File: src/rtl/control_unit_pkg.sv
// Shared definitions for the multi-cycle RISC-V control unit.
// Holds the opcode constants, the FSM state encoding, the RF write-back
// source encodings and the one-hot instruction class produced by the
// main decoder.
package control_unit_pkg;

    localparam int unsigned OPCODE_W = 7;
    localparam int unsigned STATE_W  = 3;
    localparam int unsigned RF_SEL_W = 2;

    // Opcodes recognised by the decoder
    localparam logic [OPCODE_W-1:0] OP_R_TYPE = 7'b0110011;
    localparam logic [OPCODE_W-1:0] OP_I_ALU  = 7'b0010011;
    localparam logic [OPCODE_W-1:0] OP_LOAD   = 7'b0000011;
    localparam logic [OPCODE_W-1:0] OP_STORE  = 7'b0100011;
    localparam logic [OPCODE_W-1:0] OP_BRANCH = 7'b1100011;
    localparam logic [OPCODE_W-1:0] OP_JAL    = 7'b1101111;
    localparam logic [OPCODE_W-1:0] OP_JALR   = 7'b1100111;
    localparam logic [OPCODE_W-1:0] OP_AUIPC  = 7'b0010111;
    localparam logic [OPCODE_W-1:0] OP_SYSTEM = 7'b1110011;

    // Register-file write-back source select
    localparam logic [RF_SEL_W-1:0] RF_SEL_MEM    = 2'b00;
    localparam logic [RF_SEL_W-1:0] RF_SEL_ULA    = 2'b01;
    localparam logic [RF_SEL_W-1:0] RF_SEL_PC4    = 2'b10;
    localparam logic [RF_SEL_W-1:0] RF_SEL_PC_IMM = 2'b11;

    typedef enum logic [STATE_W-1:0] {
        FETCH  = 3'd0,
        DECODE = 3'd1,
        EXEC   = 3'd2,
        MEM    = 3'd3,
        WB     = 3'd4,
        HALT   = 3'd5
    } state_t;

    // One-hot instruction class; exactly one field is set for any opcode
    typedef struct packed {
        logic r_type;
        logic i_alu;
        logic load;
        logic store;
        logic branch;
        logic jal;
        logic jalr;
        logic auipc;
        logic system;
        logic illegal;
    } instr_class_t;

endpackage

File: src/rtl/control_unit_main_decoder.sv
// Opcode classifier for the control unit.
// Ports:
//   opcode  - instruction[6:0]
//   cls     - one-hot instruction class; unlisted opcodes map to 'illegal'
module main_decoder
    import control_unit_pkg::*;
(
    input  logic [OPCODE_W-1:0] opcode,
    output instr_class_t        cls
);

    // Pure decode: one class bit per listed opcode, everything else illegal
    always_comb begin
        cls = '0;
        unique case (opcode)
            OP_R_TYPE: cls.r_type  = 1'b1;
            OP_I_ALU:  cls.i_alu   = 1'b1;
            OP_LOAD:   cls.load    = 1'b1;
            OP_STORE:  cls.store   = 1'b1;
            OP_BRANCH: cls.branch  = 1'b1;
            OP_JAL:    cls.jal     = 1'b1;
            OP_JALR:   cls.jalr    = 1'b1;
            OP_AUIPC:  cls.auipc   = 1'b1;
            OP_SYSTEM: cls.system  = 1'b1;
            default:   cls.illegal = 1'b1;
        endcase
    end

endmodule

File: src/rtl/control_unit.sv
// Multi-cycle control unit: FETCH/DECODE/EXEC/MEM/WB/HALT sequencer that
// drives the datapath selects and write enables from the current state and
// the instruction register (Moore plus decode).
// Ports:
//   CLK, RST      - clock and synchronous active-high reset
//   run           - advance out of FETCH when high
//   instruction   - instruction register contents
//   sub, WE_RF, WE_MEM, ULA_din2_sel, load_pc, reset_pc,
//   pc_next_sel, pc_adder_sel, RF_din_sel - datapath controls
//   instr_done    - high in the last state of each instruction
//   halted        - high while in HALT
//   state         - current FSM state (debug)
// Build option:
//   CONTROL_ILLEGAL_TRAP_EN - when defined, unlisted opcodes halt the core;
//                             otherwise they execute as a 3-cycle NOP.
module control_unit
    import control_unit_pkg::*;
(
    input  logic                CLK,
    input  logic                RST,
    input  logic                run,
    input  logic [31:0]         instruction,
    output logic                sub,
    output logic                WE_RF,
    output logic                WE_MEM,
    output logic                ULA_din2_sel,
    output logic                load_pc,
    output logic                reset_pc,
    output logic                pc_next_sel,
    output logic                pc_adder_sel,
    output logic [RF_SEL_W-1:0] RF_din_sel,
    output logic                instr_done,
    output logic                halted,
    output logic [STATE_W-1:0]  state
);

    state_t       cur_state;
    instr_class_t cls;

    logic [2:0] funct3;
    logic       funct7_b5;
    logic       alu_sub;
    logic       has_wb;
    logic       has_mem;
    logic       is_jump;
    logic       last;

    assign funct3    = instruction[14:12];
    assign funct7_b5 = instruction[30];

    // Register indices and immediates are consumed by the datapath only
    logic unused_instr_bits;
    assign unused_instr_bits = &{1'b0, instruction[31], instruction[29:15],
                                 instruction[11:7]};

    main_decoder u_main_decoder (
        .opcode (instruction[OPCODE_W-1:0]),
        .cls    (cls)
    );

    // ADD/SUB is the only funct3=000 op where bit 30 selects subtraction
    assign alu_sub = cls.r_type && (funct3 == 3'b000) && funct7_b5;
    assign has_wb  = cls.r_type || cls.i_alu || cls.auipc || cls.load;
    assign has_mem = cls.load || cls.store;
    assign is_jump = cls.branch || cls.jal || cls.jalr;

    // State sequencing
    always_ff @(posedge CLK) begin
        if (RST) begin
            cur_state <= FETCH;
        end else begin
            unique case (cur_state)
                FETCH: begin
                    if (run) cur_state <= DECODE;
                end
                DECODE: begin
                    if (cls.system) begin
                        cur_state <= HALT;
                    end else if (cls.illegal) begin
`ifdef CONTROL_ILLEGAL_TRAP_EN
                        cur_state <= HALT;
`else
                        cur_state <= EXEC;
`endif
                    end else begin
                        cur_state <= EXEC;
                    end
                end
                EXEC: begin
                    if (has_mem)      cur_state <= MEM;
                    else if (has_wb)  cur_state <= WB;
                    else              cur_state <= FETCH;
                end
                MEM: begin
                    if (cls.load) cur_state <= WB;
                    else          cur_state <= FETCH;
                end
                WB:      cur_state <= FETCH;
                HALT:    cur_state <= HALT;
                default: cur_state <= FETCH;
            endcase
        end
    end

    assign state = cur_state;

    // Last state of the current instruction; anything without a later
    // phase (including an unexpected class reaching EXEC) retires here
    always_comb begin
        last = 1'b0;
        unique case (cur_state)
            EXEC:    last = !has_mem && !has_wb;
            MEM:     last = !cls.load;
            WB:      last = 1'b1;
            default: last = 1'b0;
        endcase
    end

    // Datapath controls decoded from state and instruction class
    always_comb begin
        sub          = 1'b0;
        WE_RF        = 1'b0;
        WE_MEM       = 1'b0;
        ULA_din2_sel = 1'b0;
        load_pc      = 1'b0;
        reset_pc     = RST;
        pc_next_sel  = 1'b0;
        pc_adder_sel = 1'b0;
        RF_din_sel   = RF_SEL_MEM;
        instr_done   = 1'b0;
        halted       = (cur_state == HALT);

        unique case (cur_state)
            EXEC: begin
                if (cls.r_type) begin
                    sub = alu_sub;
                end
                if (cls.i_alu || cls.load || cls.store) begin
                    ULA_din2_sel = 1'b1;
                end
                if (cls.branch) begin
                    sub = 1'b1;
                end
                if (cls.jal || cls.jalr) begin
                    WE_RF        = 1'b1;
                    RF_din_sel   = RF_SEL_PC4;
                    pc_adder_sel = cls.jalr;
                end
            end
            MEM: begin
                ULA_din2_sel = 1'b1;
                WE_MEM       = cls.store;
            end
            WB: begin
                if (cls.r_type) begin
                    sub        = alu_sub;
                    WE_RF      = 1'b1;
                    RF_din_sel = RF_SEL_ULA;
                end
                if (cls.i_alu) begin
                    ULA_din2_sel = 1'b1;
                    WE_RF        = 1'b1;
                    RF_din_sel   = RF_SEL_ULA;
                end
                if (cls.load) begin
                    ULA_din2_sel = 1'b1;
                    WE_RF        = 1'b1;
                    RF_din_sel   = RF_SEL_MEM;
                end
                if (cls.auipc) begin
                    WE_RF      = 1'b1;
                    RF_din_sel = RF_SEL_PC_IMM;
                end
            end
            default: begin
            end
        endcase

        // Single PC update per instruction, at retirement
        if (last) begin
            instr_done  = 1'b1;
            load_pc     = 1'b1;
            pc_next_sel = (cur_state == EXEC) && is_jump;
        end

        // Reset suppresses every architectural side effect
        if (RST) begin
            WE_RF   = 1'b0;
            WE_MEM  = 1'b0;
            load_pc = 1'b0;
        end
    end

endmodule
File: config.mk
export PLATFORM = sky130hd
export DESIGN_NAME = control_unit
export DESIGN_NICKNAME = d
export VERILOG_FILES = /design/src/rtl/control_unit_pkg.sv /design/src/rtl/control_unit_main_decoder.sv /design/src/rtl/control_unit.sv
export SDC_FILE = /design/constraint.sdc
export NUM_CORES = 1
export LEC_CHECK = 0
export CAP_MARGIN = 20
export CORE_ASPECT_RATIO = 0.7
export CORE_MARGIN = 4
export CORE_UTILIZATION = 26
export DETAILED_ROUTE_END_ITERATION = 12
export GPL_ROUTABILITY_DRIVEN = 0
export HOLD_SLACK_MARGIN = 0.02
export PLACE_DENSITY = 0.83
export REMOVE_ABC_BUFFERS = 1
export SETUP_SLACK_MARGIN = 0.05
export SLEW_MARGIN = 30
export SYNTH_ARGS = -nofsm -noshare
export SYNTH_HDL_FRONTEND = slang
export SYNTH_SLANG_ARGS = --single-unit
File: constraint.sdc
create_clock -name CLK -period 1.4 [get_ports CLK]
set_input_delay 0.28 -clock CLK [delete_from_list [all_inputs] [get_ports CLK]]
set_output_delay 0.28 -clock CLK [all_outputs]
set_load 0.1 [all_outputs]
# After elaboration in Yosys (flattened, before gate mapping)
# Index checks and enable logic that the tools add are counted.
# totals
register_bits	3
input_bits	35
output_inout_bits	15
word_cells	77
# op_classes
n_eq_ne	15
muxes	43
reduce_logical	18
# op_table
cell	n
7-bit == test, second input constant	4
1-bit 2-to-1 mux	28
3-bit 2-to-1 mux	5
3-bit case mux with 5 select lines	1
7-bit by 5-bit == test with 1-bit output, second input constant	2
7-bit by 6-bit == test with 1-bit output, second input constant	2
1-bit logical OR	9
2-bit 2-to-1 mux	4
7-bit by 2-bit == test with 1-bit output, second input constant	1
3-bit by 2-bit == test with 1-bit output, second input constant	2
3-bit == test, second input constant	2
3-bit zero test	2
1-bit case mux with 3 select lines	2
1-bit logical AND	4
1-bit case mux with 2 select lines	2
2-bit case mux with 2 select lines	1
3-bit by 1-bit == test with 1-bit output, second input constant	1
1-bit zero test	3
2-bit inequality test, second input constant	1

# Logic depth before layout (Yosys ltp)
# depth
ltp_word	10
depth_mapped	5
mapped_depth_nobuf	4

# Hierarchy
# From an unflattened synthesis, not the netlist that was laid out.
# hier_totals
cells_unflattened	74
hier_area_um2	501.7
# modules_own_cells
mod	n_inst	cells_each	area_each_um2	seq_area_each_um2
control_unit	1	51	362.8	60.1
main_decoder	1	23	138.9	0.0

# Worst setup path before layout
# OpenSTA, ideal clock, no wires.
# synth_path
kind	reg2out
from	register cur_state[0], in the netlist state[0]
to	output port WE_MEM
arrival_time_ns	4.415
t_required_ns	1.120
setup_slack_ns	-3.295
path_stages_with_launch	4
n_path_buf	1
path_cell_list	dfxtp_1 buf_6 nand3b_1 nor4b_1
# synth_between
elab_chain_len	3
# synth_rtl
element	line_no	text
start, declared	control_unit.sv:37	state_t cur_state;
start signal, assigned	control_unit.sv:70	cur_state <= FETCH;
start signal, assigned	control_unit.sv:74	if (run) cur_state <= DECODE;
start signal, assigned	control_unit.sv:78	cur_state <= HALT;
3-bit by 2-bit == test with 1-bit output	control_unit.sv:133	unique case (cur_state)
1-bit 2-to-1 mux	control_unit.sv:133	
1-bit 2-to-1 mux	control_unit.sv:187	if (RST) begin
end, declared	control_unit.sv:25	output logic WE_MEM,
# Every way passes these cells.

# Final worst setup path
# layout_path
from	register cur_state[0], in the netlist state[0]
to	output port RF_din_sel[1]
# layout_between
elab_chain_len	2
elab_cells_between_ends	3
classes_between	eq/ne (2); mux (1)
# layout_rtl
element	line_no	text
3-bit == test or 3-bit by 2-bit == test with 1-bit output (tied branches)	control_unit.sv:133	
2-bit case mux with 2 select lines *	control_unit.sv:133	
end, declared	control_unit.sv:31	output logic [RF_SEL_W-1:0] RF_din_sel,
# Mark *: on every way between the ends. The rest lies on a longest branch, timed or not.

==> reports/metrics.cfg <==
[placed_design]
post-place-ws_ps=-929
io_buffer_count=28
dpl_cell_area_mm2=0.00115
hpwl_um=1920
dp_cells=141

[timing]
finClkSkew_ps=6.42
drv_slew=0
setup_ws_ps=-645
final-hold-violation-count=0
period_share_pct=146
maxSlewHeadroom_pct=76.4
rsz0062_at_grt=yes
hold_ws_ps=643
finalCriticalPeriod_ps=2040
worst_pin_slew_ps=351
setup_violations=12
clock.fmax_mhz=489

[floorplan]
core_mm2=0.00170
die_w_um=60.4
die-area_mm2=0.00270
die_h_um=44.7
initial_core_util_pct=29.4
num_rows=12
io_pins=50

[outcome]
status=finished, violations left
violations=setup timing

[cts]
clk_path_buf_depth=2
clkSlewWorstSetupHoldPaths_ps=40
cts-root-buf=clkbuf_4
cts_buffers=3
cts_tree=done
cts.htree.levels=1
worstSkewPairLatency_ps=250
cts_hold_buf=0
numClockSinks=3

[flow_run]
drv_cap=0

[worst_setup_path]
crit_type=reg2out
worstReg2RegStart=state[0]$_SDFFE_PP0P_
crit_path_start_kind=flip-flop
cp_max_fo=4
endpoint_kind=output port
arrival_ps=1760
timing.rr.end=state[0]$_SDFFE_PP0P_
critPathRequiredTime_ps=1120
r2r_setup_slack_ps=-90
ff2ff_path_depth=6

[synthesis]
synth_top_area_share_pct=12.0
synth-edff-count=0
ys_ff_latch=3
ys_seq_area_share_pct=12.0
avgSynthCellArea_um2=7.68
synth_ff_type=dfxtp_1
ys_types=36
yosysWarnings=0
yosysTopAreaCell=dfxtp_1
synth-async-reset-ratio_pct=0
synthCells=65
yosys-top-cells-area=dfxtp_1 (12%), buf_6 (6.8%), a21oi_1 (5.0%), nand4bb_1 (4.5%), nor2_1 (4.5%)
syn_area_um2=499

[final_layout]
drive_gt1_share_pct=73.7
syn2layout_area_growth_pct=188
fin_cells=154
final_nets=169
nFillCells=84
n_antenna_cell=0
largest_register_ffs=3
final_cell_mix=buf_4 (35), buf_12 (14), buf_6 (7)
final_common_cell=buf_4
fin_area_mm2=0.00144

[power_and_ir_drop]
intPower_w=0.000459
power.leakage_nw=0.596
p_sw_w=0.000404
power_frac_seq_pct=12.5
ir_drop_uv=624
power_density_mw_per_mm2=600
p_comb_share_pct=66.7
power_frac_clock_pct=20.8
swShare_pct=46.8

[global_route]
overflow=0
grt_max_degree=9
grt_antenna_before_repair=0
grtUsageTotal_pct=23.5
grt_first_pass_wirelength_um=4610
grt_pass1_vias=912

[drt]
antenna_left=0
dr_total_vias=871
dr.first_iter.drc_count=54
post_drt_wl_per_cell_um=20.3
dr.pass1.iters=6
vias_per_cell=5.66
drc_errors=0
routed_wl_um=3130

[hold_path]
holdPathStages=3
holdCritStartpoint=RST
hp-class=in2reg
min_to=state[0]$_SDFFE_PP0P_

-- power by group through the flow --
stage                     clock, W  sequential, W  combinational (W)
after floorplan                  0       0.000190           0.000136
after global placement           0       0.000107           0.000471
after detailed placement         0       0.000108           0.000486
after CTS                 0.000161       0.000109           0.000534
after global routing      0.000176       0.000110           0.000595
final                     0.000179       0.000108           0.000575
-- worst max path at each step --
stage                                startpoint            end  slack [ps]  cells past startpoint
after floorplan           state[0]$_SDFFE_PP0P_         WE_MEM       -3380                      2
after global placement           instruction[3]         WE_MEM        -740                      6
after detailed placement         instruction[3]         WE_MEM        -930                      6
after CTS                 state[2]$_SDFFE_PP0P_          WE_RF        -580                      5
after global routing      state[0]$_SDFFE_PP0P_  RF_din_sel[1]        -650                      6
final                     state[0]$_SDFFE_PP0P_  RF_din_sel[1]        -640                      6
-- Yosys cell counts, types with 2 or more instances --
cell and count:
a21oi_1 5, buf_2 2, buf_6 3, dfxtp_1 3, inv_1 3, nand2_1 3, nand2b_1 2, nand4bb_1 2
nor2_1 6, nor2b_1 3, nor3_1 4, nor4b_1 2, o21ai_0 2, o21bai_1 2, o31ai_1 2
-- per-layer routing --
metal	track usage [%]	part of all wire (%)
met4	15.9	4.1
met5	0	0
met1	27.7	40
met3	4.96	8.5
met2	37.9	47
-- kinds of logic after synthesis --
| kind of cell | count (synthesis) | synth area share, % |
|---|---|---|
| and+or+nand+nor | 33 | 47.1 |
| AOI/OAI and AO/OA | 19 | 26.6 |
| xor gates and xnor gates | 1 | 1.75 |
| DFF | 3 | 12.0 |
| buffers and inverters | 9 | 12.5 |
-- critical path, stage by stage, from the launching register on --
cell,delay (ps)
dfxtp_2,340
buf_6,130
nor3b_4,250
nand2b_1,150
buf_4,170
o21ai_2,260
buf_16,210
-- stage by stage --
step           power [W]  setup TNS (ps)  util [%]
4_1_cts         0.000804           -5300      80.8
5_1_grt         0.000881           -6060      84.7
6_report        0.000862           -5680      84.7
3_5_place_dp    0.000594           -9030      67.9
2_1_floorplan   0.000326          -23160         -
3_3_place_gp    0.000578           -7980      67.9
-- area by class of cell --
class / count / area (µm²) / share of cell area [%]
repair buffers: 70 / 756 / 52.6
multi-input cells: 53 / 551 / 38.3
clock buffers: 4 / 26.3 / 1.83
well taps: 21 / 26.3 / 1.83
inverters: 3 / 11.3 / 0.784
flip-flops and latches: 3 / 66.3 / 4.62
-- timing repair --
action,CTS,global route
resized for setup,46,21
pin swaps,15,10
setup buffers,7,3
endpoints found under the setup margin,17,14
Power figures use the tool's default switching activity.
